`config.mk`:
```
export PLATFORM = sky130hd
export DESIGN_NAME = spi_xfer_engine
export DESIGN_NICKNAME = d
export VERILOG_FILES = /design/src/rtl/spi_xfer_engine_pkg.sv /design/src/rtl/spi_clkgen.sv /design/src/rtl/spi_xfer_engine.sv
export SDC_FILE = /design/constraint.sdc
export NUM_CORES = 1
export LEC_CHECK = 0
export CORE_MARGIN = 5
export CORE_UTILIZATION = 54
export CTS_CLUSTER_DIAMETER = 50
export CTS_CLUSTER_SIZE = 8
export DETAILED_ROUTE_END_ITERATION = 7
export PLACE_DENSITY = 0.83
export SYNTH_ARGS = -nofsm -noshare
export SYNTH_HDL_FRONTEND = slang
export SYNTH_SLANG_ARGS = --single-unit
```
`constraint.sdc`:
```
create_clock -name clk_i -period 2.95 [get_ports clk_i]
set_input_delay 0.59 -clock clk_i [delete_from_list [all_inputs] [get_ports clk_i]]
set_output_delay 0.59 -clock clk_i [all_outputs]
set_load 0.1 [all_outputs]
```
`src/rtl/spi_xfer_engine_pkg.sv`:
```
// Shared definitions for the SPI serial transfer engine: lane modes, FSM states
// and small bit helpers.
package spi_xfer_engine_pkg;

    localparam int SPI_NSS_NUM = 4;

    localparam logic [1:0] SPI_MODE_STD  = 2'b00;
    localparam logic [1:0] SPI_MODE_DUAL = 2'b01;
    localparam logic [1:0] SPI_MODE_QUAD = 2'b10;

    typedef enum logic [2:0] {
        ST_IDLE,
        ST_SETUP,
        ST_XFER,
        ST_HOLD,
        ST_WAIT
    } state_e;

    // Index of the final SCK edge of a byte (two edges per bit group).
    function automatic logic [3:0] last_edge(input logic [1:0] mode);
        case (mode)
            SPI_MODE_DUAL: last_edge = 4'd7;
            SPI_MODE_QUAD: last_edge = 4'd3;
            default:       last_edge = 4'd15;
        endcase
    endfunction

    function automatic logic [7:0] bit_rev(input logic [7:0] b);
        for (int i = 0; i < 8; i++) begin
            bit_rev[i] = b[7-i];
        end
    endfunction

endpackage

```
`src/rtl/spi_clkgen.sv`:
```
// SCK generator: half-period counter, SCK toggle and leading/trailing edge strobes
// that coincide with the clk edge on which SCK changes.
module spi_clkgen #(
    parameter int DIV_WIDTH = 16
) (
    input  logic                 clk_i,
    input  logic                 rst_n_i,
    input  logic                 en_i,
    input  logic                 clr_i,
    input  logic                 sck_en_i,
    input  logic                 cpol_i,
    input  logic [DIV_WIDTH-1:0] div_i,
    output logic                 sck_o,
    output logic                 tick_o,
    output logic                 lead_o,
    output logic                 trail_o
);

    logic [DIV_WIDTH-1:0] cnt_q, cnt_d;
    logic                 sck_q, sck_d;

    always_comb begin
        tick_o  = en_i && !clr_i && (cnt_q == div_i);
        lead_o  = tick_o && sck_en_i && (sck_q == cpol_i);
        trail_o = tick_o && sck_en_i && (sck_q != cpol_i);
        cnt_d   = cnt_q;
        sck_d   = sck_q;
        if (clr_i) begin
            cnt_d = '0;
            sck_d = cpol_i;
        end else if (en_i) begin
            cnt_d = tick_o ? '0 : cnt_q + 1'b1;
            if (tick_o && sck_en_i) begin
                sck_d = ~sck_q;
            end
        end
    end

    always_ff @(posedge clk_i or negedge rst_n_i) begin
        if (!rst_n_i) begin
            cnt_q <= '0;
            sck_q <= 1'b0;
        end else begin
            cnt_q <= cnt_d;
            sck_q <= sck_d;
        end
    end

    assign sck_o = sck_q;

endmodule

```
`src/rtl/spi_xfer_engine.sv`:
```
// Byte-serial SPI engine: TX/RX handshakes, config latching at byte boundaries,
// standard/dual/quad lane muxing and the IDLE/SETUP/XFER/HOLD/WAIT sequencing.
module spi_xfer_engine
    import spi_xfer_engine_pkg::*;
#(
    parameter int NSS_NUM   = SPI_NSS_NUM,
    parameter int DIV_WIDTH = 16
) (
    input  logic                 clk_i,
    input  logic                 rst_n_i,
    input  logic                 cpol_i,
    input  logic                 cpha_i,
    input  logic                 lsb_i,
    input  logic [1:0]           mode_i,
    input  logic                 dir_i,
    input  logic [DIV_WIDTH-1:0] div_i,
    input  logic [NSS_NUM-1:0]   nss_sel_i,
    input  logic                 cs_hold_i,
    input  logic                 rx_en_i,
    input  logic                 tx_valid_i,
    input  logic [7:0]           tx_data_i,
    output logic                 tx_ready_o,
    output logic                 rx_valid_o,
    output logic [7:0]           rx_data_o,
    input  logic                 rx_ready_i,
    output logic                 busy_o,
    output logic                 spi_sck_o,
    output logic [NSS_NUM-1:0]   spi_nss_o,
    output logic [3:0]           spi_io_out_o,
    output logic [3:0]           spi_io_en_o,
    input  logic [3:0]           spi_io_in_i
);

    state_e               state_q, state_d;
    logic                 cpol_q, cpol_d, cpha_q, cpha_d, lsb_q, lsb_d;
    logic                 dir_q, dir_d, rx_en_q, rx_en_d;
    logic [1:0]           mode_q, mode_d;
    logic [DIV_WIDTH-1:0] div_q, div_d;
    logic [NSS_NUM-1:0]   nss_sel_q, nss_sel_d;
    logic [7:0]           tx_sh_q, tx_sh_d, rx_sh_q, rx_sh_d, rx_data_q, rx_data_d;
    logic [3:0]           edge_q, edge_d;
    logic                 rx_valid_q, rx_valid_d;
    logic                 run_q;

    logic is_idle, is_wait, tx_hs;
    logic cg_en, cg_clr, cg_sck_en, cg_cpol, tick, lead, trail, sample, shift;

    assign is_idle    = (state_q == ST_IDLE);
    assign is_wait    = (state_q == ST_WAIT);
    assign tx_ready_o = run_q && (is_idle || is_wait);
    assign tx_hs      = tx_valid_i && tx_ready_o;
    assign busy_o     = !is_idle;
    assign rx_valid_o = rx_valid_q;
    assign rx_data_o  = rx_data_q;

    assign cg_en     = (state_q == ST_SETUP) || (state_q == ST_XFER) ||
                       ((state_q == ST_HOLD) && !rx_valid_q);
    assign cg_clr    = is_idle || is_wait;
    assign cg_sck_en = (state_q == ST_XFER);
    assign cg_cpol   = is_idle ? cpol_i : cpol_q;

    spi_clkgen #(.DIV_WIDTH(DIV_WIDTH)) u_clkgen (
        .clk_i    (clk_i),
        .rst_n_i  (rst_n_i),
        .en_i     (cg_en),
        .clr_i    (cg_clr),
        .sck_en_i (cg_sck_en),
        .cpol_i   (cg_cpol),
        .div_i    (div_q),
        .sck_o    (spi_sck_o),
        .tick_o   (tick),
        .lead_o   (lead),
        .trail_o  (trail)
    );

    // With CPHA=1 the first group is already on the pads, so the first leading edge must not shift.
    assign sample = cpha_q ? trail : lead;
    assign shift  = cpha_q ? (lead && (edge_q != 4'd0)) : trail;

    always_comb begin
        state_d    = state_q;
        cpol_d     = cpol_q;
        cpha_d     = cpha_q;
        lsb_d      = lsb_q;
        mode_d     = mode_q;
        dir_d      = dir_q;
        div_d      = div_q;
        nss_sel_d  = nss_sel_q;
        rx_en_d    = rx_en_q;
        tx_sh_d    = tx_sh_q;
        rx_sh_d    = rx_sh_q;
        rx_data_d  = rx_data_q;
        edge_d     = edge_q;
        rx_valid_d = rx_valid_q;
        case (state_q)
            ST_IDLE: begin
                if (tx_hs) begin
                    cpol_d    = cpol_i;
                    cpha_d    = cpha_i;
                    lsb_d     = lsb_i;
                    mode_d    = mode_i;
                    dir_d     = dir_i;
                    div_d     = div_i;
                    nss_sel_d = nss_sel_i;
                    rx_en_d   = rx_en_i;
                    tx_sh_d   = lsb_i ? bit_rev(tx_data_i) : tx_data_i;
                    state_d   = ST_SETUP;
                end
            end
            ST_SETUP: begin
                if (tick) begin
                    edge_d  = 4'd0;
                    state_d = ST_XFER;
                end
            end
            ST_XFER: begin
                if (sample) begin
                    case (mode_q)
                        SPI_MODE_DUAL: rx_sh_d = {rx_sh_q[5:0], spi_io_in_i[1:0]};
                        SPI_MODE_QUAD: rx_sh_d = {rx_sh_q[3:0], spi_io_in_i};
                        default:       rx_sh_d = {rx_sh_q[6:0], spi_io_in_i[1]};
                    endcase
                end
                if (shift) begin
                    case (mode_q)
                        SPI_MODE_DUAL: tx_sh_d = {tx_sh_q[5:0], 2'b00};
                        SPI_MODE_QUAD: tx_sh_d = {tx_sh_q[3:0], 4'b0000};
                        default:       tx_sh_d = {tx_sh_q[6:0], 1'b0};
                    endcase
                end
                if (lead || trail) begin
                    edge_d = edge_q + 1'b1;
                    if (edge_q == last_edge(mode_q)) begin
                        state_d = ST_HOLD;
                    end
                end
            end
            ST_HOLD: begin
                if (rx_valid_q) begin
                    if (rx_ready_i) begin
                        rx_valid_d = 1'b0;
                        state_d    = cs_hold_i ? ST_WAIT : ST_IDLE;
                    end
                end else if (tick) begin
                    if (rx_en_q) begin
                        rx_valid_d = 1'b1;
                        rx_data_d  = lsb_q ? bit_rev(rx_sh_q) : rx_sh_q;
                    end else begin
                        state_d = cs_hold_i ? ST_WAIT : ST_IDLE;
                    end
                end
            end
            ST_WAIT: begin
                if (tx_hs) begin
                    tx_sh_d = lsb_q ? bit_rev(tx_data_i) : tx_data_i;
                    edge_d  = 4'd0;
                    state_d = ST_XFER;
                end else if (!cs_hold_i) begin
                    state_d = ST_IDLE;
                end
            end
            default: state_d = ST_IDLE;
        endcase
    end

    // Pads: unused dual/standard lanes carry WP#/HOLD# driven inactive high.
    always_comb begin
        spi_nss_o    = is_idle ? '1 : ~nss_sel_q;
        spi_io_out_o = 4'h0;
        spi_io_en_o  = 4'hF;
        if (!is_idle) begin
            case (mode_q)
                SPI_MODE_DUAL: begin
                    spi_io_out_o = {2'b11, tx_sh_q[7:6]};
                    spi_io_en_o  = {2'b00, dir_q, dir_q};
                end
                SPI_MODE_QUAD: begin
                    spi_io_out_o = tx_sh_q[7:4];
                    spi_io_en_o  = {4{dir_q}};
                end
                default: begin
                    spi_io_out_o = {2'b11, 1'b0, tx_sh_q[7]};
                    spi_io_en_o  = 4'b0010;
                end
            endcase
        end
    end

    always_ff @(posedge clk_i or negedge rst_n_i) begin
        if (!rst_n_i) begin
            state_q    <= ST_IDLE;
            cpol_q     <= 1'b0;
            cpha_q     <= 1'b0;
            lsb_q      <= 1'b0;
            mode_q     <= SPI_MODE_STD;
            dir_q      <= 1'b0;
            div_q      <= '0;
            nss_sel_q  <= '0;
            rx_en_q    <= 1'b0;
            tx_sh_q    <= 8'h00;
            rx_sh_q    <= 8'h00;
            rx_data_q  <= 8'h00;
            edge_q     <= 4'd0;
            rx_valid_q <= 1'b0;
            run_q      <= 1'b0;
        end else begin
            state_q    <= state_d;
            cpol_q     <= cpol_d;
            cpha_q     <= cpha_d;
            lsb_q      <= lsb_d;
            mode_q     <= mode_d;
            dir_q      <= dir_d;
            div_q      <= div_d;
            nss_sel_q  <= nss_sel_d;
            rx_en_q    <= rx_en_d;
            tx_sh_q    <= tx_sh_d;
            rx_sh_q    <= rx_sh_d;
            rx_data_q  <= rx_data_d;
            edge_q     <= edge_d;
            rx_valid_q <= rx_valid_d;
            run_q      <= 1'b1;
        end
    end

endmodule

```
Word-level counts from Yosys, hierarchy flattened:

Cells that the tools add are included.

* multiply operators: 0
* add/sub/neg operators: 2
* equal/unequal tests: 20
* $lt $le $gt $ge: 0
* mux-type cells: 46
* reduce and logical (&&, ||, !) cells: 29
* shift operators: 0
* bitwise operators: 3
* divide/modulo/power cells: 0

Operators by type and width (count)
* $mux W16: 3
* $mux W8: 6
* $mux W3: 11
* $mux W4: 8
* $pmux W8 S2: 2
* $pmux W4 S2: 3
* $pmux W8 S3: 1
* $add A16 B1 Y16 const B: 1
* $eq A16 B16 Y1: 1
* $pmux W3 S5: 1
* $pmux W4 S3: 1
* $reduce_and A4 Y1: 3
* $mux W1: 10
* $logic_and A1 B1 Y1: 9
* $ne A3 B3 Y1 const B: 3
* $ne A2 B2 Y1 const B: 4
* $reduce_and A8 Y1: 1
* $eq A3 B2 Y1 const B: 2
* $reduce_and A2 Y1: 3
* $reduce_bool A3 Y1: 2
* $add A4 B1 Y4 const B: 1
* $eq A4 B4 Y1: 1
* $logic_or A1 B1 Y1: 4
* $ne A2 B1 Y1 const B: 2
* other kinds (13): 17

* input port bits: 44
* memories: 0
* latch bits: 0
* register bits: 77
* memory bits (read-only): 0
* logic and storage cells: 117
* RAM bits: 0
* output and inout port bits: 24

Logic depth before layout (Yosys ltp):

* depth after elaboration: 14
* depth in mapped cells: 9
* gate-level depth less buffers: 7

By module:

A second synthesis with hierarchy kept.

* cell total of the unflattened synthesis: 466
* area total of the unflattened synthesis: 4466.8 sq um

By module, submodules not included
* spi_xfer_engine: area an instance 3210.6 sq um, seq. area each 1501.4 sq um, instances 1, cells an instance 316
* spi_clkgen: area an instance 1256.2 sq um, seq. area each 425.4 sq um, instances 1, cells an instance 150

Worst setup path after synthesis:

Ideal clock, no wire load.

* kind: register to output
* start point: register mode_q[0]
* end point: output spi_io_out_o[1]
* slack: -0.950 ns
* required time: 2.360 ns
* arrival: 3.310 ns
* stages on the path, launching flop included: 7
* path buffers: 3
* cells stage by stage: dfrtp_1 > inv_1 > ha_1 > clkbuf_1 > clkbuf_1 > clkbuf_1 > nor3_1

* word-level cells in the longest chain between the ends: 3
* elaborated cells on any way between the ends: 4
* those cells by class: 2 x eq/ne; 2 x mux

Ends and longest elaborated chain
* start, declared: line spi_xfer_engine.sv:37 `logic [1:0] mode_q, mode_d;`
* start signal, assigned: line spi_xfer_engine.sv:211 `mode_q <= mode_d;`
* $eq A2 B2 Y1 / $eq A2 B1 Y1 (equally long branches): line spi_xfer_engine.sv:172 `case (mode_q)`
* $pmux W4 S2 *: line spi_xfer_engine.sv:172
* $mux W4 *: line spi_xfer_engine.sv:171 `if (!is_idle) begin`
* end, declared: line spi_xfer_engine.sv:29 `output logic [3:0] spi_io_out_o,`

Every way passes the cells marked *; elsewhere a longest branch is shown, timed or not.

Worst setup path after layout:

* start point: register mode_q[1]
* end point: output spi_io_out_o[0]

Same word-level chain as after synthesis.

==> results.ini <==
[route]
ant_nets=0
drtPass1Iterations=5
viasPerCell=5.96
drt-initial-drc-count=341
drcViolationCount=0
wl_per_cell_um=16.8
wl_um=10400
vias=3696

[floorplanning]
die_h_um=99.6
placementRows=32
die_area_sq_mm=0.00992
initial_core_util_pct=55.8
ios=68
core_area_sq_mm=0.00777
die_w_um=99.6

[logic_synthesis]
synth_most_common_cell=dfrtp_1
synth_commonest_cells=dfrtp_1, nand2_1, o21ai_0
yosys_warnings=0
syn_area_per_cell_sq_um=9.64
synthArstFlopShare_pct=100
yosysTopAreaCellShare_pct=44.4
synth_fp_nets=500
syn_inst=450
synth_enable_flop_cells=0
synthAdderAreaFrac_pct=1.73
synth-seq-area-share_pct=44.4
syn_area_sq_mm=0.00434
yosysTopAreaCell=dfrtp_1
synth_xor_xnor_area_share_pct=4.41
synth.area.top_cells=dfrtp_1, mux2_2, nand2_1, o21ai_0, xnor2_1
synth_simple_gate_area_share_pct=16.0
ys_ff_latch=77
synth_compound_area_share_pct=15.1
synth_mux_area_share_pct=14.7
synth_cell_types=53
synth-main-ff-cell=dfrtp_1
synth_top_family_by_area=simple AND/OR/NAND/NOR gates

[clock_tree]
cts-root-buf=clkbuf_8
clock_latency_ps=360
cts_setup_buffers=0
cts_made_buffers=9
cts_hold_buffers=0
htreeDepth=3
cts.sinks=77
cts_resized=0
path_clk_slew_ps=80
cts_tree=yes
cts_max_path_buffers=2

[worst_setup_path]
slowest_stage=ha_1
max_stage_delay_ps=560
arrival_ps=2150
crit_chain=inv_1, ha_1, a22oi_1, nor2_1, a21oi_1, nor2_2, buf_12
crit_type=reg -> out
critPathCaptureType=output pin
r2r_setup_slack_ps=330
path_max_fanout=17
required_ps=2360
cp-start-kind=flop

[sta]
clock_skew_ps=9.57
fmax_mhz=365
rsz0062_at_grt=false
slew_violations=0
fin_crit_sh_pct=92.9
worstMarginPinSlew_ps=983
finalSetupViolCount=0
fin_crit_ps=2740
hold_violations=0
relSlewSlack_pct=34.5
fin_ws_ps=208

[outcome]
outcome=completed

[placed_design]
pre_cts_ws_ps=307
io_buffers=67
placed_cell_area_sq_mm=0.00523
dp_hpwl_um=7620
place_congestion=0.859
dp.cells=604

[pwr]
p_leak_nw=2.29
fin_total_pwr_mw=6.47
cellPowerDensity_mw_per_mm2=1200
ir_drop_uv=609

[run]
drv_cap=0

[global_route]
antenna_found_initial=0
grt_pass1_wl_um=17600
grt.overflow.total=0
grt_use_total_pct=21.7
grt_pass1_vias=3642
grt_start_max_net_pins=78

[cells_and_area]
final_util_pct=69.6
drive_gt1_share_pct=19.1
nNetsFinal=563
area_delta_synth_final_pct=24.7
final_area_sq_mm=0.00541
instances_no_fill=620
diodes=0

[worst_hold_path]
hold_path_class=in -> async

## final timing paths
kind / cells past startpoint / endpoint / start
worst min-delay path: 1 / tx_sh_q[4] / rst_n_i
min in group clk_i: 2 / rx_data_o[3] / rx_data_o[3]
worst max-delay path: 7 / spi_io_out_o[0] / mode_q[1]
max in group asynchronous: 1 / rx_sh_q[7] / rst_n_i
worst max register to register: 7 / tx_sh_q[0] / state_q[1]
worst min register to register: 2 / rx_data_o[3] / rx_data_o[3]
## per-layer routing
metal	vias up	global-route usage, %	share of wire (%)
met3	26	5.19	6.3
met2	144	38.0	52
li1	1728	-	-
met1	1798	26.7	40
met5	-	0	0
met4	0	5.88	2.0
## where the power goes
group	total (mW)	internal, mW	switching [mW]
Sequential	1.79	1.40	0.396
Combinational	3.97	1.53	2.43
Clock	0.711	0.307	0.404
Total	6.47	3.24	3.23
## cell families (layout without fill, tap and decap cells)
family	Yosys count	in the layout
flip-flops	77	77
AO/OA/AOI/OAI	105	105
other	1	1
XOR/XNOR	21	21
buffers and inverters	37	105
adder cells (fa/ha/maj)	6	6
multiplexers	55	55
AND/OR/NAND/NOR	148	148
## sequential cells by signal, summed over array words and instances, names as in the netlist
| name | count |
|---|---|
| div_q | 16 |
| rx_data_o | 8 |
| run_q | 1 |
| tx_sh_q | 8 |
| edge_q | 4 |
| rx_en_q | 1 |
| u_clkgen.cnt_q | 16 |
| dir_q | 1 |
| mode_q | 2 |
| cpol_q | 1 |
| rx_sh_q | 8 |
| lsb_q | 1 |
| state_q | 3 |
| cpha_q | 1 |
| rx_valid_o | 1 |
| u_clkgen.sck_o | 1 |
| nss_sel_q | 4 |
## cell usage in the layout (no fill, tap or decap), types with 3 or more instances in the layout
cell             instances
a22o_1                   4
nand3_1                 15
nand4_1                  6
mux2_4                   6
buf_4                   21
mux2_1                   8
nand2_1                 72
a22oi_1                 17
a21oi_2                  3
dfrtp_1                 77
mux2i_1                 13
o21ai_0                 40
inv_1                   11
nor2b_1                  3
buf_12                  14
ha_1                     6
a21oi_1                 16
nand2b_1                 3
nor2_1                  23
mux2_2                  27
o22ai_1                  3
a31oi_1                 10
nor3_1                   9
clkbuf_8                 9
xnor2_1                 18
clkdlybuf4s50_1         42
## per-stage QoR
stage                     hold slack [ps]  TNS [ps]
after global routing                  485         0
final                                 365         0
after global placement                462         0
after floorplan                       294      -300
after detailed placement              472         0
after CTS                             425         0
## area by class of cell
| class | count | area (sq um) |
|---|---|---|
| multi-input cells | 336 | 2270 |
| inverters | 12 | 47.5 |
| well taps | 102 | 128 |
| repair buffers | 77 | 858 |
| clock inverters | 7 | 51.3 |
| flip-flops and latches | 77 | 1930 |
| clock buffers | 9 | 124 |
| fillers | 607 | 2360 |
## critical path: cells and delay by family (launching register included)
kind / cells / cell delay (ps)
buffers and inverters: 2 / 280
adder cells (fa/ha/maj): 1 / 560
flip-flops: 1 / 410
AND/OR/NAND/NOR: 2 / 300
AO/OA/AOI/OAI: 2 / 240
No activity file was read; power rests on OpenSTA's default activity.
